**src/rtl/ccff_loader_pkg.sv**
```systemverilog
// Shared types and sizing helpers for the ccff chain loader and its readback packer.
package ccff_loader_pkg;

  typedef enum logic [1:0] {
    IDLE  = 2'd0,
    FETCH = 2'd1,
    SHIFT = 2'd2,
    DONE  = 2'd3
  } state_e;

  // Width of a counter that must hold the values 0..chain_len inclusive.
  function automatic int cnt_w(input int chain_len);
    return $clog2(chain_len + 1);
  endfunction

  // Width of a bit index into a word of word_w bits (at least one bit).
  function automatic int idx_w(input int word_w);
    return (word_w > 1) ? $clog2(word_w) : 1;
  endfunction

endpackage

```
**src/rtl/ccff_chain_loader_if.sv**
```systemverilog
// Valid/ready bitstream word stream feeding the ccff chain loader.
interface ccff_chain_loader_if #(
  parameter int WORD_W = 4
);

  logic [WORD_W-1:0] s_data;
  logic              s_valid;
  logic              s_ready;

  // Bitstream source side.
  modport master (
    output s_data,
    output s_valid,
    input  s_ready
  );

  // Loader side.
  modport slave (
    input  s_data,
    input  s_valid,
    output s_ready
  );

endinterface

```
**src/rtl/ccff_rb_packer.sv**
```systemverilog
// Collects bits leaving the chain tail into readback words, LSB first.
// A word is emitted when it fills up or when the last bit of the session
// arrives; a partial final word is zero-padded.
module ccff_rb_packer
  import ccff_loader_pkg::*;
#(
  parameter int WORD_W = 4
) (
  input  logic              prog_clock,
  input  logic              prog_reset,
  input  logic              clear,
  input  logic              sample,
  input  logic              bit_in,
  input  logic              last,
  output logic [WORD_W-1:0] rb_data,
  output logic              rb_valid
);

  localparam int IW = idx_w(WORD_W);
  localparam logic [IW-1:0] LAST_POS = IW'(WORD_W - 1);

  logic [WORD_W-1:0] acc_q, acc_d;
  logic [WORD_W-1:0] rb_data_q, rb_data_d;
  logic [IW-1:0]     pos_q, pos_d;
  logic              rb_valid_q, rb_valid_d;
  logic [WORD_W-1:0] merged;

  // Packer state register with synchronous reset.
  always_ff @(posedge prog_clock) begin
    if (prog_reset) begin
      acc_q      <= '0;
      rb_data_q  <= '0;
      pos_q      <= '0;
      rb_valid_q <= 1'b0;
    end else begin
      acc_q      <= acc_d;
      rb_data_q  <= rb_data_d;
      pos_q      <= pos_d;
      rb_valid_q <= rb_valid_d;
    end
  end

  // Insert the sampled bit and decide whether a finished word goes out.
  always_comb begin
    acc_d      = acc_q;
    rb_data_d  = rb_data_q;
    pos_d      = pos_q;
    rb_valid_d = 1'b0;
    merged     = acc_q;
    if (clear) begin
      acc_d = '0;
      pos_d = '0;
    end else if (sample) begin
      merged[pos_q] = bit_in;
      if ((pos_q == LAST_POS) || last) begin
        rb_data_d  = merged;
        rb_valid_d = 1'b1;
        acc_d      = '0;
        pos_d      = '0;
      end else begin
        acc_d = merged;
        pos_d = pos_q + 1'b1;
      end
    end
  end

  assign rb_data  = rb_data_q;
  assign rb_valid = rb_valid_q;

endmodule

```
**src/rtl/ccff_chain_loader.sv**
```systemverilog
// Serialises bitstream words onto the head of a ccff configuration chain.
// Optional readback of the bits leaving the chain tail: define CCFF_READBACK_EN.
module ccff_chain_loader
  import ccff_loader_pkg::*;
#(
  parameter int CHAIN_LEN = 10,
  parameter int WORD_W    = 4
) (
  input  logic                prog_clock,
  input  logic                prog_reset,
  input  logic                start,
  ccff_chain_loader_if.slave  s_if,
  output logic                ccff_head,
  output logic                config_enable,
  input  logic                ccff_tail,
  output logic                busy,
  output logic                done,
  output logic [WORD_W-1:0]   rb_data,
  output logic                rb_valid
);

  localparam int CW = cnt_w(CHAIN_LEN);
  localparam int IW = idx_w(WORD_W);
  localparam logic [CW-1:0] LAST_CNT = CW'(CHAIN_LEN);

  state_e            state_q, state_d;
  logic [WORD_W-1:0] word_q, word_d;
  logic [IW-1:0]     idx_q, idx_d;
  logic [CW-1:0]     bit_cnt_q, bit_cnt_d;
  logic              head_q, head_d;
  logic              enable_q, enable_d;

  // State, counters and the registered chain-facing outputs.
  always_ff @(posedge prog_clock) begin
    if (prog_reset) begin
      state_q   <= IDLE;
      word_q    <= '0;
      idx_q     <= '0;
      bit_cnt_q <= '0;
      head_q    <= 1'b0;
      enable_q  <= 1'b0;
    end else begin
      state_q   <= state_d;
      word_q    <= word_d;
      idx_q     <= idx_d;
      bit_cnt_q <= bit_cnt_d;
      head_q    <= head_d;
      enable_q  <= enable_d;
    end
  end

  // Next-state logic; the first bit of a word is presented in the same edge
  // that accepts it, and the remaining bits follow one per cycle.
  always_comb begin
    state_d   = state_q;
    word_d    = word_q;
    idx_d     = idx_q;
    bit_cnt_d = bit_cnt_q;
    head_d    = 1'b0;
    enable_d  = 1'b0;
    case (state_q)
      IDLE: begin
        if (start) begin
          state_d   = FETCH;
          idx_d     = '0;
          bit_cnt_d = '0;
        end
      end
      FETCH: begin
        if (s_if.s_valid) begin
          word_d    = s_if.s_data;
          head_d    = s_if.s_data[0];
          enable_d  = 1'b1;
          idx_d     = IW'(1);
          bit_cnt_d = bit_cnt_q + 1'b1;
          state_d   = SHIFT;
        end
      end
      SHIFT: begin
        if (bit_cnt_q == LAST_CNT) begin
          state_d = DONE;
        end else if (idx_q == '0) begin
          state_d = FETCH;
        end else begin
          head_d    = word_q[idx_q];
          enable_d  = 1'b1;
          idx_d     = idx_q + 1'b1;
          bit_cnt_d = bit_cnt_q + 1'b1;
        end
      end
      DONE: begin
        state_d = IDLE;
      end
      default: begin
        state_d = IDLE;
      end
    endcase
  end

  assign s_if.s_ready  = (state_q == FETCH);
  assign busy          = (state_q != IDLE);
  assign done          = (state_q == DONE);
  assign ccff_head     = head_q;
  assign config_enable = enable_q;

`ifdef CCFF_READBACK_EN
  ccff_rb_packer #(
    .WORD_W (WORD_W)
  ) u_rb_packer (
    .prog_clock (prog_clock),
    .prog_reset (prog_reset),
    .clear      ((state_q == IDLE) && start),
    .sample     (enable_q),
    .bit_in     (ccff_tail),
    .last       (bit_cnt_q == LAST_CNT),
    .rb_data    (rb_data),
    .rb_valid   (rb_valid)
  );
`else
  logic unused_tail;
  assign unused_tail = ccff_tail;
  assign rb_data     = '0;
  assign rb_valid    = 1'b0;
`endif

endmodule

```
**src/flat_wrapper.sv**
```systemverilog
// flat-port wrapper written by rule: the top's interface ports become plain ports
module ccff_chain_loader_flat import ccff_loader_pkg::*;
#(
  parameter int CHAIN_LEN = 10,
  parameter int WORD_W    = 4
)
  (prog_clock, prog_reset, start, ccff_head, config_enable, ccff_tail, busy, done, rb_data, rb_valid, s_if_s_data, s_if_s_valid, s_if_s_ready);
  ccff_chain_loader_if #(.WORD_W(WORD_W)) s_if_i ();
  input  logic prog_clock;
  input  logic prog_reset;
  input  logic start;
  output logic ccff_head;
  output logic config_enable;
  input  logic ccff_tail;
  output logic busy;
  output logic done;
  output logic [WORD_W-1:0] rb_data;
  output logic rb_valid;
  input wire logic [$bits(s_if_i.s_data)-1:0] s_if_s_data;
  input wire logic [$bits(s_if_i.s_valid)-1:0] s_if_s_valid;
  output wire logic [$bits(s_if_i.s_ready)-1:0] s_if_s_ready;
  assign s_if_i.s_data = s_if_s_data;
  assign s_if_i.s_valid = s_if_s_valid;
  assign s_if_s_ready = s_if_i.s_ready;
  ccff_chain_loader #(.CHAIN_LEN(CHAIN_LEN), .WORD_W(WORD_W)) u_core (.prog_clock(prog_clock), .prog_reset(prog_reset), .start(start), .s_if(s_if_i), .ccff_head(ccff_head), .config_enable(config_enable), .ccff_tail(ccff_tail), .busy(busy), .done(done), .rb_data(rb_data), .rb_valid(rb_valid));
endmodule
```
**config.mk**
```make
export PLATFORM = sky130hd
export DESIGN_NAME = ccff_chain_loader_flat
export DESIGN_NICKNAME = d
export VERILOG_FILES = /design/src/rtl/ccff_loader_pkg.sv /design/src/rtl/ccff_chain_loader_if.sv /design/src/rtl/ccff_rb_packer.sv /design/src/rtl/ccff_chain_loader.sv /design/src/flat_wrapper.sv
export SDC_FILE = /design/constraint.sdc
export NUM_CORES = 1
export LEC_CHECK = 0
export ABC_AREA = 1
export CORE_MARGIN = 10
export CORE_UTILIZATION = 45
export DETAILED_ROUTE_END_ITERATION = 10
export HOLD_SLACK_MARGIN = 0.15
export MAX_ROUTING_LAYER = met4
export PLACE_DENSITY = 0.8
export SLEW_MARGIN = 20
export SYNTH_ARGS = -nofsm -noshare
export SYNTH_HDL_FRONTEND = slang
export SYNTH_SLANG_ARGS = --single-unit
```
**constraint.sdc**
```tcl
create_clock -name prog_clock -period 2.43 [get_ports prog_clock]
set_input_delay 0.243 -clock prog_clock [delete_from_list [all_inputs] [get_ports prog_clock]]
set_output_delay 0.243 -clock prog_clock [all_outputs]
set_load 0.01 [all_outputs]
```
# Yosys cells after proc, flatten, opt, wreduce, memory -nomap -nowiden
# Cells that the tools add are included.
# op_classes
mux	25
reduce_logical	7
n_eq_ne	9
div	0
n_mul	0
shifts	0
addsub	2
bitwise	0
n_lt_le_gt_ge	1
# ops
op	count
2-bit 2-to-1 mux	8
4-bit 2-to-1 mux	4
4-bit case mux with 3 select lines	1
2-bit != test (second input constant)	4
2-bit case mux with 4 select lines	1
1-bit 2-to-1 mux	7
2-bit case mux with 3 select lines	1
5-bit AND reduction	1
4-bit by 1-bit adder with 4-bit output (second input constant)	1
2-bit == test (second input constant)	2
4-bit == test (second input constant)	1
2-bit logical NOT	2
1-bit case mux with 2 select lines	2
2-bit by 3-bit less-than comparator with 1-bit output (second input constant)	1
3-bit by 1-bit != test with 1-bit output (second input constant)	1
3-bit AND reduction	1
3-bit nonzero test	1
2-bit by 1-bit adder with 2-bit output (second input constant)	1
1-bit binary-select mux with 2-bit select	1
2-bit by 1-bit == test with 1-bit output (second input constant)	1
2-bit AND reduction	1
2-bit nonzero test	1
# word_totals
output_inout_bits	10
ram_bits	0
memories	0
reg_bits	14
rom_bits	0
in_bits	9
latchBits	0

# Longest topological paths before layout
# depth
depth_word	5
depth_mapped	10
ltp_nobuf	10

# Worst setup path before layout
# No wires, ideal clock.
# synth_timing
path_kind	register -> register
start	register u_core.state_q[1]
end	register u_core.bit_cnt_q[2]
stages_incl_launch_ff	11
arrival_ns	1.227
path_slack_ns	1.094
setup_ns	0.109
path_buffers	0
required_time_ns	2.321
synth_period_minus_slack_ns	1.336
cell_sequence	dfxtp_1 inv_1 ha_1 nand2_1 nand2_1 nor2_1 nand2_1 nand2_2 nand2_1 nand2_1 inv_1
# synth_via
elab_chain_len	3
# synth_lines
element	line	source
from (decl)	ccff_chain_loader.sv:26	state_e state_q, state_d;
from (signal assigned)	ccff_chain_loader.sv:43	state_q <= state_d;
2-bit by 1-bit == test with 1-bit output *	n/a	
named net s_if_s_ready	flat_wrapper.sv:21	output wire logic [$bits(s_if_i.s_ready)-1:0] s_if_s_ready;
2-bit != test (no line) or 3-bit nonzero test (tied branches)	n/a	
5-bit AND reduction (no line)	n/a	
to (signal assigned)	ccff_chain_loader.sv:46	bit_cnt_q <= bit_cnt_d;
to (decl)	ccff_chain_loader.sv:29	logic [CW-1:0] bit_cnt_q, bit_cnt_d;
# The timed path passes the listed nets; every way through them passes the cells marked *.
# A chain may end at the register's enable or synchronous reset.

# Final worst setup path
# layout_timing
start	register u_core.state_q[0]
end	output busy
# layout_via
elab_chain_len	1
# layout_lines
element	line	source
2-bit nonzero test	ccff_chain_loader.sv:101	assign busy = (state_q != IDLE);
to (decl)	flat_wrapper.sv:15	output logic busy;
# No other way between the ends.

==> metrics.txt <==
# nets final=154; hold path cells=2; Layout area overhead=19.7%; via count=approximately 770; final hold viol count=0; Layout Skew=0.00186 ns; Setup Viol. Count Final=0; Setup crit start=u_core.state_q[0]$_SDFFE_PP0P_; Distinct cells, synth=21; row cnt=15; startpoint types=flip-flop; drt pass-1 iters=4; status=finished clean; layout cells sized above 1=8.82%; cell internal pwr=between 0.0006 and 0.0007 W; Syn Area/Cell=6.92 µm²; crit-path cells=inv_1 -> ha_1 -> inv_1 -> clkdlybuf4s50_1; Routed Antenna Nets=0; R2R cell count=10; Residual DRC=0; root buffer cell=clkbuf_4; Starting Density=48.0%; f_max=543 MHz; FF/Latch Area=280 µm²; Clock Sinks=14; routed vias/inst=approximately 4.8; Lkg Pwr=0.481 nW; worst r2r dst=u_core.bit_cnt_q[2]$_SDFFE_PP0P_; die height=63.1 µm; Placer Congestion=0.803; Clock Tree Buf Depth=2; num ports=19; multi-input logic area=463 µm²; Worst Path Max Fanout=4; slowest stage cell, crit path=clkdlybuf4s50_1; clock network power share=15.7%; Comb pwr share=51.0%; Mapped Cells=121; maximum vdd drop=between 0.6 and 0.7 mV; Final period util=~76%; Core Area=about 0.0017 mm²; initial antenna violation count=0; Iteration-0 DRC Markers=14; number of synthesized register bits=14; Avg WL per Cell=11.5 µm; Max-cap violations=0; crit path capture type=output port; Fin Setup TNS=0 ns; final instance area=between 0.001 and 0.0015 mm²; Fill cells=168; RSZ-0062 raised after global routing=no; Seq/Total Area, Yosys=roughly a third; post-DP HPWL=1.40 mm; cell class contributing the biggest share of worst-path delay=buffers and inverters; largest net degree at the start of global routing=9; final number of max-transition violations=0; cell repeated most along the worst path=inv_1; worst reg2reg path startpoint=u_core.state_q[1]$_SDFFE_PP0P_; Post-CTS Setup Inserts=0; synthesized cell area=837 µm²; first-pass GRT wire length=3.05 mm; Flop pwr share=33.3%; number of cells on the critical path=4; Design Power=0.00109 W; H-tree Lvls=1; Synth Warn #=0; Final Hold Slack=0.469 ns; total track usage=about a tenth; Util after Layout=57.4%; CTS tree=yes; Die X=63.1 µm; Diodes inserted=0; PwrDens=1090 mW/mm²; worst path buffer plus inverter count=3; most common cell after layout, fill and taps aside=nand2_1; TritonCTS Buffers=3; Worst EP arrival=1.60 ns; Overflow after GRT=0; CTS clk-pin slew, worst paths=0.09 ns; CP Capture Point=busy; Post-CTS Hold Fix Bufs=0; kind of critical path=reg2out; Clock Latency Late Sink=0.28 ns; vias in the first global route=736; hold_sp=u_core.word_q[1]$_SDFFE_PP0N_; full die area=0.00399 mm²; Reg2Reg Setup Slack=0.91 ns; placed cell areas=966 µm²; worst hold path type=reg2reg; Required @ worst endpoint=around 2.2 ns; CTS resizes=0; final WL=1.86 mm; switching power=0.000475 W; most frequent cells in the layout=26 x nand2_1, 17 x inv_1, 15 x nor2_1; sw frac=43.6%; Tmin final=1.84 ns; Worst path max stage delay=0.53 ns; IO buf count=12
-- synthesized netlist by cell type --
cell type,instances,area share (%)
inv_1,17,7.6
o21ai_1,3,1.8
nor2_4,1,1.3
nor2_1,15,6.7
dfxtp_1,14,33
o21bai_1,1,0.90
ha_1,8,12
conb_1,1,0.45
inv_2,2,0.90
nand4_1,2,1.5
nand3b_1,1,0.90
a21oi_1,9,5.4
nand2_1,26,12
nand2_2,3,2.2
nand3_1,3,1.8
nand3_2,1,1.2
buf_4,5,4.5
or2_1,1,0.75
nor2_2,1,0.75
o21ai_0,5,3.0
nor3_1,2,1.2
-- worst reg2reg max path: stages (launching register included) --
cell and delay (ns):
dfxtp_1 0.40, inv_1 0.12, ha_1 0.25, nand2_1 0.10, nand2_1 0.09, nor2_1 0.13, nand2_1 0.08, nand2_2 0.11
nand2_1 0.06, nand2_1 0.06, inv_1 0.03
-- routing by layer --
metal  GRT usage [%]  vias up  wire [µm]
li1                -      398          -
met1            10.0      342        824
met2            15.5       20        884
met3            1.77        7         81
met4            6.70        0         68
met5               -        -          0
-- per-stage QoR --
| step | std cells | setup WS (ns) |
|---|---|---|
| after floorplan | 125 | 1.09 |
| after global placement | 157 | 0.928 |
| after CTS | 161 | 0.586 |
| after global routing | 161 | 0.522 |
| after detailed placement | 157 | 0.911 |
| final | 161 | 0.588 |
-- area by class of cell --
class / instances / share of cell area (%)
Timing Repair Buffer: 12 / 12.0
Multi-Input combinational cell: 87 / 46.2
Inverter: 19 / 7.12
Tap cell: 25 / 3.12
Clock buffer: 4 / 3.62
Sequential cell: 14 / 28.0
-- logic make-up after synthesis --
| family | Yosys count | synth area share [%] |
|---|---|---|
| compound gates | 18 | 11.1 |
| other cells | 1 | 0.448 |
| fa+ha+maj | 8 | 12.0 |
| simple gates | 56 | 30.0 |
| flops | 14 | 33.5 |
| buf+inv | 24 | 13.0 |
-- flip-flops by register name, indices dropped and copies added, names as in the netlist --
signal                cells
u_core.word_q             4
u_core.state_q            2
u_core.config_enable      1
u_core.idx_q              2
u_core.ccff_head          1
u_core.bit_cnt_q          4
-- power by group through the flow --
stage | clock, W | combinational (W) | sequential, W
global placement | 0 | 0.000530 | 0.000363
CTS | 0.000171 | 0.000557 | 0.000363
global route | 0.000179 | 0.000638 | 0.000372
finish | 0.000171 | 0.000556 | 0.000363
floorplan | 0 | 0.000409 | 0.000354
detailed placement | 0 | 0.000545 | 0.000367
-- how the worst min path moves through the flow --
stage	endpoint	slack, ns
after detailed placement	u_core.word_q[0]$_SDFFE_PP0N_	0.46
after global routing	u_core.word_q[1]$_SDFFE_PP0N_	0.49
final	u_core.word_q[1]$_SDFFE_PP0N_	0.47
after global placement	u_core.word_q[1]$_SDFFE_PP0N_	0.45
after CTS	u_core.word_q[1]$_SDFFE_PP0N_	0.48
after floorplan	u_core.word_q[0]$_SDFFE_PP0N_	0.31
Note: power is estimated with default switching activity, not from simulation.
